<file path="config.mk">
export PLATFORM = sky130hd
export DESIGN_NAME = rf_dump_reader
export DESIGN_NICKNAME = d
export VERILOG_FILES = /design/src/rtl/rf_dump_reader.sv
export SDC_FILE = /design/constraint.sdc
export NUM_CORES = 1
export LEC_CHECK = 0
export CORE_MARGIN = 8
export CORE_UTILIZATION = 35
export CTS_BUF_LIST = sky130_fd_sc_hd__clkbuf_4 sky130_fd_sc_hd__clkbuf_8 sky130_fd_sc_hd__clkbuf_16
export CTS_CLUSTER_DIAMETER = 50
export DETAILED_ROUTE_END_ITERATION = 10
export PLACE_DENSITY = 0.67
export SYNTH_ARGS = -nofsm -noshare
export SYNTH_HDL_FRONTEND = slang
export SYNTH_SLANG_ARGS = --single-unit
</file>
<file path="constraint.sdc">
create_clock -name clk -period 2.5 [get_ports clk]
set_input_delay 0.5 -clock clk [delete_from_list [all_inputs] [get_ports clk]]
set_output_delay 0.5 -clock clk [all_outputs]
set_load 0.02 [all_outputs]
</file>
<file path="src/rtl/rf_dump_reader.sv">
// Walks a register index range through a combinational read port and streams {index, value} words out.
// First word valid one cycle after start is taken; a word is held stable until out_ready, then the next index is read.
module rf_dump_reader #(
   parameter int A_WIDTH = 5,
   parameter int D_WIDTH = 32
) (
   input  logic               clk,
   input  logic               rst,
   input  logic               start,
   input  logic [A_WIDTH-1:0] first_addr,
   input  logic [A_WIDTH-1:0] last_addr,
   output logic [A_WIDTH-1:0] rd_addr,
   input  logic [D_WIDTH-1:0] rd_data,
   output logic               out_valid,
   input  logic               out_ready,
   output logic [A_WIDTH-1:0] out_addr,
   output logic [D_WIDTH-1:0] out_data,
   output logic               out_last,
   output logic               busy,
   output logic               done
);

   localparam logic [1:0] S_IDLE = 2'd0;
   localparam logic [1:0] S_READ = 2'd1;
   localparam logic [1:0] S_HOLD = 2'd2;

   logic [1:0]         state;
   logic [A_WIDTH-1:0] ptr;
   logic [A_WIDTH-1:0] last_q;

   assign busy    = (state != S_IDLE);
   assign rd_addr = (state == S_IDLE) ? '0 : ptr;

   always_ff @(posedge clk or posedge rst) begin
      if (rst) begin
         state     <= S_IDLE;
         ptr       <= '0;
         last_q    <= '0;
         out_valid <= 1'b0;
         out_addr  <= '0;
         out_data  <= '0;
         out_last  <= 1'b0;
         done      <= 1'b0;
      end else begin
         done <= 1'b0;
         case (state)
            S_IDLE: begin
               if (start) begin
                  last_q <= last_addr;
                  ptr    <= first_addr;
                  state  <= S_READ;
               end
            end
            S_READ: begin
               // Value is snapshotted here; later writes to this index are not reflected.
               out_data  <= rd_data;
               out_addr  <= ptr;
               out_last  <= (ptr == last_q);
               out_valid <= 1'b1;
               state     <= S_HOLD;
            end
            S_HOLD: begin
               if (out_ready) begin
                  out_valid <= 1'b0;
                  if (out_last) begin
                     done  <= 1'b1;
                     state <= S_IDLE;
                  end else begin
                     ptr   <= ptr + A_WIDTH'(1);
                     state <= S_READ;
                  end
               end
            end
            default: state <= S_IDLE;
         endcase
      end
   end

endmodule

</file>
After elaboration in Yosys (flattened, before gate mapping)
Cells that the tools add are included.

Logic and storage cells: 37. Register bits after elaboration: 52. Output and inout bits: 46. Input port bits: 46.

Multiplexer cells: 14. Add/subtract/negate cells: 1. Reduce and logical (&&, ||, !) cells: 8. Eq/ne operators: 6.

Operators by type and width (count): 5-bit two-way mux (4); 5-bit case mux with 2 select lines (1); 2-bit inequality test, second input constant (3); 2-bit case mux with 3 select lines (1); 2-bit AND reduction (3); 2-bit nonzero test (3); 5-bit by 1-bit adder with 5-bit output, second input constant (1); 5-bit equality test (1); 1-bit two-way mux (5); 2-bit two-way mux (2); 4-bit AND reduction (1); 2-bit by 1-bit equality test with 1-bit output, second input constant (1); 2-bit equality test, second input constant (1); 2-bit zero test (1); 1-bit case mux with 2 select lines (1).

Longest topological paths before layout
Gate-level depths: netlist (run 1).

Depth after elaboration: 4. Gate-level depth with buffers: 6. Mapped depth without buffers: 4.

Least setup slack after synthesis (run 1)
Ideal clock, no wire load.

Path kind: input port to flip-flop. Start: input port start. End: register ptr[1]. Library setup time: 125 ps. Data required time: 2375 ps. Buffers on the path: 1. Stages on the path: 4. Arrival: 1375 ps. Setup slack: 1000 ps. Cells stage by stage: or3b_1 buf_6 nand2_4 mux2_4.

Word-level cells in the longest chain between the ends: 2.

Ends and longest elaborated chain: start, declared (RTL line 9) `input logic start,`; 2-bit inequality test (no line); 4-bit AND reduction (no line); end signal, assigned (RTL line 50) `ptr <= first_addr;`; end signal, assigned (RTL line 69) `ptr <= ptr + A_WIDTH'(1);`; end, declared (RTL line 28) `logic [A_WIDTH-1:0] ptr;`.

Every way passes these cells. A chain may end at the register's enable or synchronous reset.

Final worst setup path (run 1)
Start: register state[1]. End: output port rd_addr[2].

Word-level cells in the longest chain between the ends: 2.

Ends and longest elaborated chain: start, declared (RTL line 27) `logic [1:0] state;`; start signal, assigned (RTL line 36) `state <= S_IDLE;`; start signal, assigned (RTL line 51) `state <= S_READ;`; start signal, assigned (RTL line 60) `state <= S_HOLD;`; 2-bit zero test (RTL line 32) `assign rd_addr = (state == S_IDLE) ? '0 : ptr;`; 5-bit two-way mux (RTL line 32); end, declared (RTL line 12) `output logic [A_WIDTH-1:0] rd_addr,`.

Every way passes these cells.

==> impl_table.tex, run 1 <==
\begin{tabular}{lr}
\hline
Metric & Value \\
\hline
\multicolumn{2}{l}{\textbf{Critical path}} \\
\quad Arrival time of data at the critical path endpoint & 1860 ps \\
\quad Crit end category & output pin \\
\quad Buffers plus inverters on the worst setup path & 1 \\
\quad Crit path launch type & register \\
\quad CP Max Fanout & 11 \\
\quad Cell with the biggest individual delay on the critical path & sky130\_fd\_sc\_hd\_\_clkdlybuf4s50\_1 \\
\quad Worst path required time & 2000 ps \\
\quad Critical path's largest stage delay & 560 ps \\
\quad Cell family with the largest share of critical-path delay & buffers and inverters \\
\quad Cell-by-cell listing of the critical path & nor2\_1 -> nor2b\_1 -> clkdlybuf4s50\_1 \\
\quad Category of the critical setup timing path & reg2out \\
\multicolumn{2}{l}{\textbf{Final layout}} \\
\quad Most common cell after layout, fill and taps aside & sky130\_fd\_sc\_hd\_\_nand2\_1 \\
\quad Post-route insts no fill & 398 \\
\quad Number of filler instances in the final layout & 573 \\
\quad Net count reported at finish & 367 \\
\quad Number of antenna repair diodes & 0 \\
\quad Layout cells sized above 1 & 8.41\% \\
\quad Highest-count cells in the layout ignoring fill and taps & sky130\_fd\_sc\_hd\_\_nand2\_1 (107), sky130\_fd\_sc\_hd\_\_clkdlybuf4s50\_1 (91), sky130\_fd\_sc\_hd\_\_dfrtp\_1 (52) \\
\quad Signed area change from the synthesized netlist to the final layout & 49.4\% \\
\quad Post-Route Utilization & 53.6\% \\
\multicolumn{2}{l}{\textbf{Die}} \\
\quad Core region area & 6280 sq um \\
\quad Number of placement rows & 29 \\
\quad Die extent in y & 96.2 microns \\
\quad Initial Util & 35.8\% \\
\quad Die outline width & 96.2 microns \\
\quad Die footprint & 9250 sq um \\
\quad Ports placed on the boundary & 92 \\
\multicolumn{2}{l}{\textbf{Power and ir drop}} \\
\quad Static leakage power & 1.58 nW \\
\quad Worst-case vdd ir drop & 0.000710 V \\
\quad Pwr dens & 1380 nW/um\^{}2 \\
\quad Total power draw & 4.65 mW \\
\multicolumn{2}{l}{\textbf{Logic synthesis}} \\
\quad Number of synthesized register bits & 52 \\
\quad Average footprint of a synthesized cell & 9.87 sq um \\
\quad Number of warnings reported in the yosys synthesis log & 0 \\
\quad Asr flop ratio synth & 100\% \\
\quad Number of flops mapped to enable cells by yosys & 0 \\
\quad Number of distinct library cell variants in the gate-level netlist after synthesis & 32 \\
\quad Synthesized netlist cell count & 228 \\
\quad Net count after synthesis & 275 \\
\quad Sequential-to-total area share from yosys stat & 57.8\% \\
\quad Post-synth top flop & sky130\_fd\_sc\_hd\_\_dfrtp\_1 \\
\quad Cell area after technology mapping & 2250 sq um \\
\multicolumn{2}{l}{\textbf{GRT}} \\
\quad GRT Resource Usage Total & 13.1\% \\
\quad Remaining global-route overflow & 0 \\
\quad First-pass GRT wire length & 9540 microns \\
\quad Via count of the first global-routing pass & 1,917 \\
\quad Maximum number of pins on one net before global-route repair & 31 \\
\quad Number of antenna violations at the first check in global routing & 0 \\
\multicolumn{2}{l}{\textbf{Place}} \\
\quad Setup WS pre-CTS & 343 ps \\
\quad Port Buffers & 91 \\
\quad Final HPWL from detailed placement & 4410 microns \\
\quad Final weighted congestion in routability-driven placement & 0.797 \\
\quad Post-Place Cells & 390 \\
\multicolumn{2}{l}{\textbf{STA}} \\
\quad Slew HR & 63.4\% \\
\quad Post-route clock skew & 7.69 ps \\
\quad Final Max Slew Viols & 0 \\
\quad Final period util & 94.4\% \\
\quad Final total negative setup slack & 0 ps \\
\quad Minimum setup slack in the final design & 139 ps \\
\quad Hold Fails Final Rpt & 0 \\
\quad Upper clock frequency limit & 424 MHz \\
\quad Number of setup violations in the final report & 0 \\
\quad Fin crit period & 2360 ps \\
\quad Setup repair after global routing missed its margin & no \\
\quad Transition at the pin with the smallest max-transition slack & 549 ps \\
\multicolumn{2}{l}{\textbf{Routing}} \\
\quad Detail Route Antenna Nets & 0 \\
\quad Vias & 1,819 \\
\quad Detailed-routing iteration count for the pre-antenna-repair pass & 4 \\
\quad Via/cell ratio & 4.57 \\
\quad Iteration-0 DRC count of the detailed router & 42 \\
\quad Post-DR wirelength/cell & 14.7 microns \\
\quad Drc violations & 0 \\
\quad Total length of routed wires & 5850 microns \\
\multicolumn{2}{l}{\textbf{CTS}} \\
\quad TritonCTS clock tree & yes \\
\quad Post-CTS setup buffer count & 0 \\
\quad H-Tree Level Count & 2 \\
\quad CTS resizes & 0 \\
\quad Clock insertion delay at the later pin of the skew report & 300 ps \\
\quad Clock Tree Root & sky130\_fd\_sc\_hd\_\_clkbuf\_8 \\
\quad Number of buffers on the longest clock path & 2 \\
\quad Post-CTS Hold Buffers & 0 \\
\quad TritonCTS buffer count & 5 \\
\quad Clock transition at the registers of the reported paths & 90 ps \\
\quad Number of sinks on the clock net & 52 \\
\multicolumn{2}{l}{\textbf{Run}} \\
\quad Number of max-cap violations & 0 \\
\multicolumn{2}{l}{\textbf{Worst hold path}} \\
\quad Worst hold path class & reg2reg \\
\multicolumn{2}{l}{\textbf{Status}} \\
\quad Outcome & finished clean \\
\hline
\end{tabular}
-- sequential cells by signal, indices dropped and copies added, names as in the netlist --
signal and cells:
out_data 32, last_q 5, out_addr 5, ptr 5, state 2, done 1, out_last 1, out_valid 1
-- Yosys cell counts, types with 2 or more instances --
cell | n | area share [%]
sky130_fd_sc_hd__nand2_1 | 107 | 18
sky130_fd_sc_hd__dfrtp_1 | 52 | 58
sky130_fd_sc_hd__mux2_4 | 7 | 4.7
sky130_fd_sc_hd__inv_1 | 6 | 1.0
sky130_fd_sc_hd__xnor2_1 | 5 | 1.9
sky130_fd_sc_hd__buf_4 | 4 | 1.3
sky130_fd_sc_hd__nand3_1 | 4 | 0.89
sky130_fd_sc_hd__nor2_1 | 4 | 0.67
sky130_fd_sc_hd__nor2b_1 | 4 | 1.1
sky130_fd_sc_hd__clkbuf_1 | 3 | 0.50
sky130_fd_sc_hd__o21ai_1 | 3 | 0.67
sky130_fd_sc_hd__o2bb2ai_1 | 3 | 1.2
sky130_fd_sc_hd__buf_2 | 2 | 0.44
sky130_fd_sc_hd__buf_6 | 2 | 1.0
sky130_fd_sc_hd__mux2i_1 | 2 | 0.89
sky130_fd_sc_hd__nand2b_1 | 2 | 0.56
sky130_fd_sc_hd__o22ai_1 | 2 | 0.56
sky130_fd_sc_hd__or3b_1 | 2 | 0.78
-- worst paths after layout --
kind                            depth (start not counted)            to        start  slack [ps]
max in group asynchronous                               3        ptr[1]          rst        1410
worst min register to register                          2   out_data[4]  out_data[4]         480
worst max register to register                          3        ptr[1]     state[1]         710
worst min-delay path                                    2   out_data[4]  out_data[4]         480
worst max-delay path                                    3    rd_addr[2]     state[1]         140
min in group asynchronous                               2  out_data[11]          rst         550
-- stage by stage --
stage               hold WS, ps  cell area, sq um
finish                      479              3360
global route                500              3360
CTS                         484              3360
detailed placement          461              3240
global placement            456              3240
floorplan                   503              2250
-- kinds of logic after synthesis --
| kind of cell | count (synthesis) | share of synthesized area, % |
|---|---|---|
| adder cells (fa/ha/maj) | 1 | 0.556 |
| buffers and inverters | 17 | 4.28 |
| flip-flops | 52 | 57.8 |
| AO/OA/AOI/OAI | 15 | 5.12 |
| AND/OR/NAND/NOR | 129 | 24.7 |
| XOR/XNOR | 5 | 1.95 |
| multiplexers | 9 | 5.56 |
-- report_power, final --
| part | internal [mW] | switching, mW | total [mW] |
|---|---|---|---|
| Combinational | 1.19 | 1.29 | 2.48 |
| Sequential | 1.25 | 0.296 | 1.55 |
| Clock | 0.353 | 0.269 | 0.622 |
-- layout make-up --
type                       instances  area, sq um  share of cell area [%]
inverter                           6         22.5                   0.670
timing repair buffer              96          961                    28.6
clock inverter                     1         30.0                   0.893
clock buffer                       7         96.3                    2.87
sequential                        52         1300                    38.7
multi-input combinational        159          855                    25.4
tap                               77         96.3                    2.87
-- worst reg2reg max path, cell delays in order, from the launching register on --
cell                      delay, ps
sky130_fd_sc_hd__dfrtp_1        520
sky130_fd_sc_hd__or3b_1         670
sky130_fd_sc_hd__nand2_4        200
sky130_fd_sc_hd__mux2_4         300
-- routing by layer --
metal  GRT usage, %  wire [microns]
met5              0               0
met4           3.33              34
met3           4.68             560
met2           20.5            2700
met1           16.7            2550
No activity file was read; power rests on OpenSTA's default activity.
==> inputs of run 2 (changes only) <==
Settings changed: CORE_ASPECT_RATIO set to 0.9, DONT_BUFFER_PORTS set to 1, PLACE_DENSITY 0.67 to not set.
==> impl_table.tex, run 2 (synthesis gave the netlist of run 1 again) <==
\begin{tabular}{lr}
\hline
Metric & Value \\
\hline
\multicolumn{2}{l}{\textbf{Place}} \\
\quad Final HPWL from detailed placement & 3830 microns \\
\quad Final weighted congestion in routability-driven placement & 0.786 \\
\quad Port Buffers & 0 \\
\quad Setup WS pre-CTS & 745 ps \\
\multicolumn{2}{l}{\textbf{Critical path}} \\
\quad Critical path's largest stage delay & 570 ps \\
\quad Crit end category & output pin \\
\quad Arrival time of data at the critical path endpoint & 1470 ps \\
\quad Worst path required time & 2000 ps \\
\quad CP Max Fanout & 12 \\
\quad Category of the critical setup timing path & reg2out \\
\quad Buffers plus inverters on the worst setup path & 0 \\
\quad Crit path launch type & register \\
\quad Cell with the biggest individual delay on the critical path & sky130\_fd\_sc\_hd\_\_dfrtp\_1 \\
\quad Cell-by-cell listing of the critical path & nor2\_1 -> nor2b\_1 \\
\quad Cell family with the largest share of critical-path delay & simple AND/OR/NAND/NOR gates \\
\multicolumn{2}{l}{\textbf{Routing}} \\
\quad Drc violations & 0 \\
\quad Post-DR wirelength/cell & 16.4 microns \\
\quad Detailed-routing iteration count for the pre-antenna-repair pass & 4 \\
\quad Via/cell ratio & 4.69 \\
\quad Detail Route Antenna Nets & 0 \\
\quad Iteration-0 DRC count of the detailed router & 25 \\
\quad Total length of routed wires & 5170 microns \\
\quad Vias & 1,481 \\
\multicolumn{2}{l}{\textbf{Final layout}} \\
\quad Area of combinational cells with multiple inputs & 855 sq um \\
\quad Area occupied by registers & 1300 sq um \\
\quad Signed area change from the synthesized netlist to the final layout & 8.40\% \\
\quad Largest Register & out\_data \\
\quad Number of filler instances in the final layout & 609 \\
\quad Max FFs per register & 32 \\
\quad Highest-count cells in the layout ignoring fill and taps & sky130\_fd\_sc\_hd\_\_nand2\_1 (107), sky130\_fd\_sc\_hd\_\_dfrtp\_1 (52), sky130\_fd\_sc\_hd\_\_mux2\_4 (7) \\
\quad Post-Route Utilization & 39.4\% \\
\quad Net count reported at finish & 275 \\
\quad Number of antenna repair diodes & 0 \\
\quad Layout cells sized above 1 & 11.4\% \\
\quad Most common cell after layout, fill and taps aside & sky130\_fd\_sc\_hd\_\_nand2\_1 \\
\multicolumn{2}{l}{\textbf{Worst hold path}} \\
\quad Worst hold path class & in2async \\
\multicolumn{2}{l}{\textbf{Die}} \\
\quad Die footprint & 9250 sq um \\
\quad Ports placed on the boundary & 92 \\
\quad Die outline width & 101 microns \\
\quad Die extent in y & 92.1 microns \\
\quad Core region area & 6180 sq um \\
\quad Number of placement rows & 27 \\
\quad Initial Util & 36.4\% \\
\multicolumn{2}{l}{\textbf{GRT}} \\
\quad Maximum number of pins on one net before global-route repair & 36 \\
\quad Layer with the highest usage & met2 \\
\quad Number of antenna violations at the first check in global routing & 0 \\
\quad First-pass GRT wire length & 8320 microns \\
\quad Met1 GRT Util & 12.6\% \\
\quad Remaining global-route overflow & 0 \\
\quad Via count of the first global-routing pass & 1,557 \\
\quad Global Route met3 Usage & 6.50\% \\
\quad GRT Resource Usage Total & 11.4\% \\
\quad Routing usage on met2 & 18.2\% \\
\multicolumn{2}{l}{\textbf{Power and ir drop}} \\
\quad Clock power share & 15.7\% \\
\quad Worst-case vdd ir drop & 0.000659 V \\
\quad Total net switching power & 1.74 mW \\
\quad Total power draw & 3.83 mW \\
\quad Sequential group share of total power & 52.3\% \\
\quad Switching part of the total power & 45.3\% \\
\quad Static leakage power & 1.22 nW \\
\quad P\_int & 2.10 mW \\
\quad Part of the total power dissipated in combinational logic & 31.9\% \\
\quad Pwr dens & 1570 nW/um\^{}2 \\
\multicolumn{2}{l}{\textbf{STA}} \\
\quad Transition at the pin with the smallest max-transition slack & 505 ps \\
\quad Hold Fails Final Rpt & 0 \\
\quad Fin crit period & 1970 ps \\
\quad Final total negative setup slack & 0 ps \\
\quad Number of setup violations in the final report & 0 \\
\quad Setup repair after global routing missed its margin & no \\
\quad Final Max Slew Viols & 0 \\
\quad Minimum setup slack in the final design & 531 ps \\
\quad Upper clock frequency limit & 508 MHz \\
\quad Slew HR & 66.3\% \\
\quad Post-route clock skew & 8.65 ps \\
\quad Final period util & 78.8\% \\
\multicolumn{2}{l}{\textbf{CTS}} \\
\quad H-Tree Level Count & 2 \\
\quad Number of sinks on the clock net & 52 \\
\quad Post-CTS setup buffer count & 0 \\
\quad Number of buffers on the longest clock path & 2 \\
\quad Post-CTS Hold Buffers & 0 \\
\quad Clock transition at the registers of the reported paths & 100 ps \\
\quad CTS resizes & 0 \\
\quad Clock insertion delay at the later pin of the skew report & 300 ps \\
\quad TritonCTS clock tree & yes \\
\quad Clock Tree Root & sky130\_fd\_sc\_hd\_\_clkbuf\_8 \\
\quad TritonCTS buffer count & 5 \\
\multicolumn{2}{l}{\textbf{Run}} \\
\quad Number of max-cap violations & 0 \\
\multicolumn{2}{l}{\textbf{Status}} \\
\quad Outcome & finished clean \\
\hline
\end{tabular}
[run 2: cell count changes in the layout (fill, tap and decap cells not counted), sizes merged]
cell | before | now
clkdlybuf4s50 | 91 | 0
clkbuf | 7 | 6
clkinv | 0 | 1
buf | 5 | 4
[run 2: path summary, 6_finish.rpt]
| path | start | end | slack (ps) | cells past startpoint |
|---|---|---|---|---|
| max | state[0] | rd_addr[1] | 530 | 2 |
| min | rst | out_data[15] | 50 | 1 |
| max reg2reg | state[0] | ptr[1] | 740 | 3 |
| min reg2reg | last_q[3] | last_q[3] | 540 | 1 |
| max in group asynchronous | rst | state[0] | 1830 | 2 |
| min in group clk | rd_data[18] | out_data[18] | 290 | 2 |
[run 2: power groups by stage]
| stage | clock network (mW) | registers [mW] | logic (mW) |
|---|---|---|---|
| floorplan | 0 | 1.88 | 1.14 |
| global placement | 0 | 2.03 | 1.22 |
| detailed placement | 0 | 2.04 | 1.25 |
| CTS | 0.635 | 2.02 | 1.25 |
| global route | 0.666 | 2.08 | 1.41 |
| finish | 0.603 | 2.01 | 1.22 |
[run 2: final cells by class]
type	count	area share, %
flip-flops and latches	52	53.4
repair buffers	4	1.23
inverters	6	0.924
multi-input cells	159	35.0
well taps	87	4.46
clock buffers	6	3.39
clock inverters	2	1.59
[run 2: metrics by stage]
step / cells / hold slack [ps] / instance area (sq um)
floorplan: 228 / 503 / 2250
global placement: 308 / 387 / 2320
detailed placement: 308 / 392 / 2320
CTS: 316 / 47.5 / 2440
global route: 316 / 52.6 / 2440
finish: 316 / 48.2 / 2440
[run 2: routing by layer]
metal / up-vias / part of all wire [%]
li1: 719 / -
met1: 697 / 40
met2: 60 / 46
met3: 5 / 12
met4: 0 / 0.89
met5: - / 0
